===== config.mk =====
export PLATFORM = sky130hd
export DESIGN_NAME = tri_mem_arbiter_flat
export DESIGN_NICKNAME = d
export VERILOG_FILES = /design/src/rtl/tri_mem_pkg.sv /design/src/rtl/tri_mem_arbiter_if.sv /design/src/rtl/rr_pick.sv /design/src/rtl/tri_mem_arbiter.sv /design/src/flat_wrapper.sv
export SDC_FILE = /design/constraint.sdc
export NUM_CORES = 1
export LEC_CHECK = 0
export ABC_CLOCK_PERIOD_IN_PS = 12200
export CAP_MARGIN = 40
export CORE_AREA = 2 2 327 329
export DETAILED_ROUTE_END_ITERATION = 16
export DIE_AREA = 0 0 329 331
export HOLD_SLACK_MARGIN = 0.02
export PLACE_DENSITY = 0.4
export SLEW_MARGIN = 20
export SYNTH_ARGS = -nofsm -noshare
export SYNTH_HDL_FRONTEND = slang
export SYNTH_SLANG_ARGS = --single-unit
export TNS_END_PERCENT = 20

===== constraint.sdc =====
create_clock -name clock -period 12.2 [get_ports clock]
set_input_delay 1.83 -clock clock [delete_from_list [all_inputs] [get_ports clock]]
set_output_delay 1.83 -clock clock [all_outputs]
set_load 0.02 [all_outputs]

===== src/rtl/tri_mem_pkg.sv =====
// Shared triangle-memory types: word and triangle widths, and the 12-word triangle record.
// Imported by the arbiter, the streamers and the triangle memory.
package tri_mem_pkg;
  localparam int D_BITS    = 32;
  localparam int M_BITS    = 12;
  localparam int TRI_WORDS = 12;

  typedef logic signed [D_BITS-1:0] word_t;
  typedef word_t [TRI_WORDS-1:0]    tri_t;

  localparam word_t TRI_MAX = {1'b0, {(D_BITS-1){1'b1}}};
endpackage


===== src/rtl/tri_mem_arbiter_if.sv =====
// Streamer/memory bundle around the triangle-memory arbiter.
// TRI_MEM_ARB_PERF_EN adds the per-requester grant/wait counters.
interface tri_mem_arbiter_if #(
  parameter int N_REQ = 4
);
  import tri_mem_pkg::*;

  logic [N_REQ-1:0]             req;
  logic [N_REQ-1:0][M_BITS-1:0] req_addr;
  logic [N_REQ-1:0]             gnt;
  logic [N_REQ-1:0]             rd_valid;
  tri_t                         rd_data;
  logic                         mem_en;
  logic [M_BITS-1:0]            mem_addr;
  tri_t                         mem_data;

`ifdef TRI_MEM_ARB_PERF_EN
  logic [N_REQ-1:0][31:0]       grant_cnt;
  logic [N_REQ-1:0][31:0]       wait_cnt;

  modport slave (
    input  req, req_addr, mem_data,
    output gnt, rd_valid, rd_data, mem_en, mem_addr, grant_cnt, wait_cnt
  );
  modport master (
    output req, req_addr, mem_data,
    input  gnt, rd_valid, rd_data, mem_en, mem_addr, grant_cnt, wait_cnt
  );
`else
  modport slave (
    input  req, req_addr, mem_data,
    output gnt, rd_valid, rd_data, mem_en, mem_addr
  );
  modport master (
    output req, req_addr, mem_data,
    input  gnt, rd_valid, rd_data, mem_en, mem_addr
  );
`endif
endinterface


===== src/rtl/rr_pick.sv =====
// Combinational round-robin picker: first eligible index scanning from ptr_i upward, wrapping.
// Zero latency; win_o is one-hot or all-zero with any_o low.
module rr_pick #(
  parameter int N_REQ = 4
) (
  input  logic [N_REQ-1:0]         elig_i,
  input  logic [$clog2(N_REQ)-1:0] ptr_i,
  output logic [N_REQ-1:0]         win_o,
  output logic                     any_o
);
  localparam int IW = $clog2(N_REQ);

  function automatic logic [IW-1:0] idx(input logic [IW-1:0] p, input int k);
    return IW'((int'(p) + k) % N_REQ);
  endfunction

  logic found;

  always_comb begin
    win_o = '0;
    found = 1'b0;
    for (int k = 0; k < N_REQ; k++) begin
      if (!found && elig_i[idx(ptr_i, k)]) begin
        win_o[idx(ptr_i, k)] = 1'b1;
        found                = 1'b1;
      end
    end
    any_o = found;
  end
endmodule


===== src/rtl/tri_mem_arbiter.sv =====
// Round-robin share of one triangle-memory read port among N_REQ streamers; rd_valid MEM_LAT+1 cycles after gnt.
// No return-path backpressure. TRI_MEM_ARB_PERF_EN adds saturating grant/wait counters.
module tri_mem_arbiter
  import tri_mem_pkg::*;
#(
  parameter int N_REQ   = 4,
  parameter int MEM_LAT = 1
) (
  input  logic             clock,
  input  logic             reset,
  tri_mem_arbiter_if.slave bus
);
  localparam int IW = $clog2(N_REQ);

  typedef struct packed {
    logic          vld;
    logic [IW-1:0] id;
  } pipe_t;

  logic [N_REQ-1:0]  gnt_q, gnt_d, rd_valid_q, rd_valid_d, elig, win;
  logic              any, mem_en_q, mem_en_d;
  logic [M_BITS-1:0] mem_addr_q, mem_addr_d, win_addr;
  logic [IW-1:0]     ptr_q, ptr_d, win_idx;
  tri_t              rd_data_q, rd_data_d;
  pipe_t [MEM_LAT:0] pipe_q, pipe_d;

  // The requester already holding gnt is masked so one request is never served twice.
  assign elig = bus.req & ~gnt_q;

  rr_pick #(.N_REQ(N_REQ)) u_pick (
    .elig_i (elig),
    .ptr_i  (ptr_q),
    .win_o  (win),
    .any_o  (any)
  );

  always_comb begin
    win_idx  = '0;
    win_addr = '0;
    for (int i = 0; i < N_REQ; i++) begin
      if (win[i]) begin
        win_idx  = IW'(i);
        win_addr = bus.req_addr[i];
      end
    end
  end

  always_comb begin
    gnt_d      = win;
    mem_en_d   = any;
    mem_addr_d = any ? win_addr : mem_addr_q;
    ptr_d      = ptr_q;
    if (any) ptr_d = (win_idx == IW'(N_REQ - 1)) ? '0 : win_idx + 1'b1;

    pipe_d        = '0;
    pipe_d[0].vld = any;
    pipe_d[0].id  = win_idx;
    for (int k = 1; k <= MEM_LAT; k++) pipe_d[k] = pipe_q[k-1];

    rd_valid_d = '0;
    rd_data_d  = rd_data_q;
    if (pipe_q[MEM_LAT].vld) begin
      rd_valid_d[pipe_q[MEM_LAT].id] = 1'b1;
      rd_data_d                      = bus.mem_data;
    end
  end

  always_ff @(posedge clock or posedge reset) begin
    if (reset) begin
      gnt_q      <= '0;
      rd_valid_q <= '0;
      rd_data_q  <= '0;
      mem_en_q   <= 1'b0;
      mem_addr_q <= '0;
      ptr_q      <= '0;
      pipe_q     <= '0;
    end else begin
      gnt_q      <= gnt_d;
      rd_valid_q <= rd_valid_d;
      rd_data_q  <= rd_data_d;
      mem_en_q   <= mem_en_d;
      mem_addr_q <= mem_addr_d;
      ptr_q      <= ptr_d;
      pipe_q     <= pipe_d;
    end
  end

  assign bus.gnt      = gnt_q;
  assign bus.rd_valid = rd_valid_q;
  assign bus.rd_data  = rd_data_q;
  assign bus.mem_en   = mem_en_q;
  assign bus.mem_addr = mem_addr_q;

`ifdef TRI_MEM_ARB_PERF_EN
  logic [N_REQ-1:0][31:0] grant_cnt_q, grant_cnt_d, wait_cnt_q, wait_cnt_d;

  always_comb begin
    grant_cnt_d = grant_cnt_q;
    wait_cnt_d  = wait_cnt_q;
    for (int i = 0; i < N_REQ; i++) begin
      if (win[i] && !(&grant_cnt_q[i]))                  grant_cnt_d[i] = grant_cnt_q[i] + 32'd1;
      if (bus.req[i] && !win[i] && !(&wait_cnt_q[i]))    wait_cnt_d[i]  = wait_cnt_q[i] + 32'd1;
    end
  end

  always_ff @(posedge clock or posedge reset) begin
    if (reset) begin
      grant_cnt_q <= '0;
      wait_cnt_q  <= '0;
    end else begin
      grant_cnt_q <= grant_cnt_d;
      wait_cnt_q  <= wait_cnt_d;
    end
  end

  assign bus.grant_cnt = grant_cnt_q;
  assign bus.wait_cnt  = wait_cnt_q;
`endif
endmodule

===== src/flat_wrapper.sv =====
// flat-port wrapper written by rule: the top's interface ports become plain ports
module tri_mem_arbiter_flat import tri_mem_pkg::*;
#(
  parameter int N_REQ   = 4,
  parameter int MEM_LAT = 1
)
  (clock, reset, bus_req, bus_req_addr, bus_mem_data, bus_gnt, bus_rd_valid, bus_rd_data, bus_mem_en, bus_mem_addr);
  tri_mem_arbiter_if #(.N_REQ(N_REQ)) bus_i ();
  input  logic clock;
  input  logic reset;
  input wire logic [$bits(bus_i.req)-1:0] bus_req;
  input wire logic [$bits(bus_i.req_addr)-1:0] bus_req_addr;
  input wire logic [$bits(bus_i.mem_data)-1:0] bus_mem_data;
  output wire logic [$bits(bus_i.gnt)-1:0] bus_gnt;
  output wire logic [$bits(bus_i.rd_valid)-1:0] bus_rd_valid;
  output wire logic [$bits(bus_i.rd_data)-1:0] bus_rd_data;
  output wire logic [$bits(bus_i.mem_en)-1:0] bus_mem_en;
  output wire logic [$bits(bus_i.mem_addr)-1:0] bus_mem_addr;
  assign bus_i.req = bus_req;
  assign bus_i.req_addr = bus_req_addr;
  assign bus_i.mem_data = bus_mem_data;
  assign bus_gnt = bus_i.gnt;
  assign bus_rd_valid = bus_i.rd_valid;
  assign bus_rd_data = bus_i.rd_data;
  assign bus_mem_en = bus_i.mem_en;
  assign bus_mem_addr = bus_i.mem_addr;
  tri_mem_arbiter #(.N_REQ(N_REQ), .MEM_LAT(MEM_LAT)) u_core (.clock(clock), .reset(reset), .bus(bus_i));
endmodule

After elaboration in Yosys (flattened, before gate mapping). Index checks and enable logic that the tools add are counted.

Add/subtract/negate cells: 4. Order comparisons: 10. Equality and inequality tests: 1. Multiplexer cells: 35. Bitwise operators: 5. Reductions and logical operators: 11.

Operators by type and width (count): 12-bit two-way mux (4); 4-bit two-way mux (5); 2-bit by 3-bit less-than comparator with 1-bit output, second input constant (5); 1-bit two-way mux (14); 4-bit bitwise OR (3); 1-bit demux with 2-bit select (5); 2-bit by 1-bit greater-or-equal comparator with 1-bit output, second input constant (5); 1-bit binary-select mux with 2-bit select (4); 1-bit logical AND (8); 2-bit two-way mux (3); 2-bit by 1-bit adder with 2-bit output, second input constant (2); 2-bit adder, second input constant (2); 4-bit AND (1); 4-bit inverter (1); 1-bit zero test (3); 2-bit == test, second input constant (1).

Bits in registers: 412. Input bits: 438. Output and inout port bits: 405. Logic and storage cells: 86.

Logic depth before layout (Yosys ltp).
Word-level depth: 19. Gate-level depth with buffers: 12. Mapped depth without buffers: 10.

Hierarchy. From an unflattened synthesis, not the netlist that was laid out.

Cell total of the unflattened synthesis: 1002. Area total of the unflattened synthesis: 15985.3 sq um.

By module, submodules not included: tri_mem_arbiter (instances 1, cells an instance 940, area each 15514.9 sq um, seq. area each 10309.9 sq um); rr_pick (instances 1, cells an instance 62, area each 470.5 sq um, seq. area each 0.0 sq um).

Worst setup path after synthesis. Ideal clock, no wire load.

Path kind: input-to-reg. Start point: in bus_req[2]. End point: reg u_core.mem_addr_q[0], in the netlist u_core.bus.mem_addr[0]. Library setup time: 0.131 ns. Arrival time: 3.738 ns. Data required time: 12.069 ns. Path slack: 8.331 ns. Stages: 9. Buffers on the path: 2. Path through: nor2b_1 > buf_6 > mux4_2 > or3b_2 > o211ai_2 > buf_2 > a2111oi_1 > o31ai_1 > nand3_1.

Cells in the longest elaborated chain, start to end: 17. Elaborated cells between the ends (all ways): 30. Classes of those cells: 20 x mux; 4 x bitwise; 6 x reduce/logical.

Ends and longest elaborated chain: from (decl) (RTL line flat_wrapper.sv:11) `input wire logic [$bits(bus_i.req)-1:0] bus_req;`; 4-bit AND (*) (RTL line tri_mem_arbiter.sv:28) `assign elig = bus.req & ~gnt_q;`; 1-bit binary-select mux with 2-bit select (RTL line rr_pick.sv:23) `if (!found && elig_i[idx(ptr_i, k)]) begin`; 1-bit two-way mux (not written as such) (RTL line rr_pick.sv:23); 1-bit two-way mux (RTL line rr_pick.sv:23); 1-bit zero test (RTL line rr_pick.sv:23); 1-bit logical AND (RTL line rr_pick.sv:23); 1-bit two-way mux (RTL line rr_pick.sv:23); 1-bit zero test (RTL line rr_pick.sv:23); 1-bit logical AND (RTL line rr_pick.sv:23); 1-bit two-way mux (RTL line rr_pick.sv:23); 1-bit zero test (RTL line rr_pick.sv:23); 1-bit logical AND (RTL line rr_pick.sv:23); 4-bit two-way mux (RTL line rr_pick.sv:23); 12-bit two-way mux (4 in a row) (RTL line tri_mem_arbiter.sv:41) `if (win[i]) begin`; to (signal assigned) (RTL line tri_mem_arbiter.sv:82) `mem_addr_q <= mem_addr_d;`; to (decl) (RTL line tri_mem_arbiter.sv:22) `logic [M_BITS-1:0] mem_addr_q, mem_addr_d, win_addr;`.

Every way passes the cells marked *; elsewhere a longest branch is shown, timed or not. The select of a mux whose other input is x is not followed. A chain may end at the register's enable or synchronous reset.

==> results_dict.tcl <==
set metrics [dict create \
    status "complete, no violations" \
    die_y_um 331 \
    clock_skew_ns 0.0132 \
    slowest_stage "mux4_2" \
    multi_input_area_um2 5810 \
    clock_power_share_pct 31.2 \
    drt-total-wl_um 66500 \
    start_util_pct 15.7 \
    yosys.area.top_type_share_pct 62.5 \
    fin_crit_ns 4.75 \
    arrival_ns 5.25 \
    p_switching_w 0.00172 \
    cts_sinks 412 \
    design.core.area_um2 105000 \
    max_stage_delay_ns 0.71 \
    hold_violations 0 \
    synth_seq_cells 412 \
    crit_top_cell "nor2_1" \
    vias 12698 \
    finalHoldWorstSlack_ns 0.365 \
    leakage_nw 11.3 \
    synthTopCellsByCount "dfrtp_1 (412), mux2_2 (384), clkbuf_1 (51)" \
    die_w_um 329 \
    ir_drop_uv 116 \
    rsz0062_at_grt "false" \
    syn_to_final_growth_pct 72.2 \
    required_ns 12.70 \
    combinationalPowerShare_pct 34.9 \
    synth_flop_cell "dfrtp_1" \
    crit_chain "clkdlybuf4s50_1 > nor2b_1 > nand2_1 > mux4_2 > o211ai_2 > nor2_1 > inv_1 > nor2_1 > or2_2" \
    drive_gt1_share_pct 25.2 \
    min_period_over_period_pct 38.9 \
    grt_pass1_wl_um 93800 \
    dp_hpwl_um 49600 \
    intPower_w 0.00348 \
    n_fill_cell 10809 \
    slew_headroom_pct 29.2 \
    firstDrtPassIters 5 \
    crit_family "simple AND/OR/NAND/NOR gates" \
    critical_path_class "primary input to flop" \
    synth_cell_types 45 \
    clk_pin_slew_ns 0.07 \
    dieArea_um2 109000 \
    clockBufferDepth 3 \
    grt_usage_pct 11.4 \
    overflow 0 \
    synth_edf_count 0 \
    power_w 0.00519 \
    tightest_slew_ns 1.06 \
    seq_area_frac_synth_pct 62.5 \
    drc 0 \
    setup_viol 0 \
    grt_pass1_vias 13862 \
    ys_warn_count 0 \
    worstPathMaxFanout 16 \
    start_kind "primary input" \
    yosysTopAreaCell "dfrtp_1" \
    min_path_type "flop to flop" \
    cts_tree "built" \
    final.setup.tns_ns 0 \
    antenna_found_initial 5 \
    crit_path_end_kind "flop" \
    synth_area_leaders "dfrtp_1 (63%), mux2_2 (26%), nor4b_1 (1.3%)" \
    grt_max_degree 152 \
    io_buffers 842 \
    numCtsBuffers 52 \
    switching_share_pct 33.0 \
    vias_per_cell 3.77 \
    ant_nets 0 \
    num_rows 119 \
    ioPinCount 843 \
    cts_resized 0 \
    clk_latency_ns 0.61 \
    fin_nets 2379 \
    post_cts_buffers 0 \
    synth_area_um2 16500 \
    cts_hold_buf 0 \
    syn-num-nets 1536 \
    drtIter0Drc 486 \
    async_reset_ff_share_pct 100 \
    seq_area_um2 10300 \
    cts_htree_levels 2 \
    synth_area_per_cell_um2 15.1 \
    netlist_instances 1091 \
    wl_per_cell_um 19.7 \
    cap_violations 0 \
    cts-root-buf "clkbuf_16" \
    path_buf_inv 2 \
    yosysMostFrequentCell "dfrtp_1" \
    slew_viol_final 0 \
    gp_congestion 0.804 \
    clock.fmax_ghz 0.211 \
    pwr-share-seq_pct 33.9 \
    power.density_nw_per_um2 183 \
]
area by class of cell:
type                    count  area share [%]
flip-flops and latches    412            36.3
repair buffers            857            30.4
multi-input cells         589            20.5
well taps                1391            6.13
clock buffers              83            5.81
clock inverters            11           0.546
inverters                  22           0.304
diodes                      3          0.0264
flip-flops by register name, summed over array words and instances, names as in the netlist:
name                 cells
u_core.bus.gnt           4
u_core.bus.mem_addr     12
u_core.bus.mem_en        1
u_core.bus.rd_data     384
u_core.bus.rd_valid      4
u_core.pipe_d            2
u_core.pipe_q            3
u_core.ptr_q             2
cells by family after synthesis:
| family | synth area share, % |
|---|---|
| buffers and inverters | 2.28 |
| DFF | 62.5 |
| muxes | 26.6 |
| and+or+nand+nor | 4.67 |
| adders and majority gates | 0.531 |
| AOI/OAI and AO/OA | 3.36 |
metrics by stage:
stage          cells  utilization (%)  worst slack, ns  instance area (um^2)
6_report        3368             27.1             7.45                 28400
2_1_floorplan   1091                -             4.82                 16500
3_3_place_gp    3266             25.2             6.91                 26500
5_1_grt         3365             27.0             7.38                 28400
4_1_cts         3363             27.0             7.61                 28300
3_5_place_dp    3269             25.3             6.93                 26500
routing by layer:
| layer | global-route usage, % | wire (um) | part of all wire, % | vias up |
|---|---|---|---|---|
| li1 | - | - | - | 5656 |
| met1 | 11.9 | 23400 | 35 | 6292 |
| met2 | 20.6 | 34400 | 52 | 626 |
| met3 | 4.40 | 6540 | 9.8 | 114 |
| met4 | 4.31 | 2110 | 3.2 | 10 |
| met5 | 0 | 59 | 0.089 | - |
cell usage in the layout, fill, tap and decap left out, types with 3 or more instances in the layout:
cell type        count
mux2_2             384
nand3_1             14
nor4b_1             24
a21boi_0            12
diode_2              3
nand2b_1             5
clkbuf_1            10
nor4_1              18
nand4_1             12
buf_12               6
clkinv_2             3
mux4_2               3
and3_1               3
clkbuf_8            19
a21oi_1             12
ha_1                 7
nand2_1             23
dfrtp_1            411
a2111oi_1           10
o31ai_1             14
nor2_1               4
a211oi_1            12
clkbuf_16           54
clkdlybuf4s50_1    842
inv_1               21
buf_4                8
nor2b_1              3
bufinv_16            3
worst paths after layout:
kind	start	end	slack (ns)	depth (start not counted)
worst max register to register	u_core.ptr_q[0]	u_core.pipe_d[3]	8.38	10
max in group asynchronous	reset	u_core.bus.rd_data[62]	8.52	5
worst max-delay path	bus_req[2]	u_core.pipe_d[3]	7.45	9
min in group asynchronous	reset	u_core.bus.rd_data[21]	1.57	2
worst min register to register	u_core.pipe_d[4]	u_core.pipe_q[4]	0.36	0
worst min-delay path	u_core.pipe_d[4]	u_core.pipe_q[4]	0.36	0
power groups by stage:
| stage | clock, W | sequential, W | combinational, W |
|---|---|---|---|
| 3_5_place_dp | 0 | 0.00179 | 0.00181 |
| 5_1_grt | 0.00174 | 0.00179 | 0.00192 |
| 3_3_place_gp | 0 | 0.00179 | 0.00179 |
| 6_report | 0.00162 | 0.00176 | 0.00181 |
| 4_1_cts | 0.00170 | 0.00177 | 0.00181 |
| 2_1_floorplan | 0 | 0.00202 | 0.000704 |
worst reg2reg max path: cells and delay by family, from the launching register on:
family	cells	cell delay, ns
simple gates	7	2.27
flops	1	0.64
buf+inv	2	0.37
fa+ha+maj	1	0.42
Note: power is estimated with default switching activity, not from simulation.
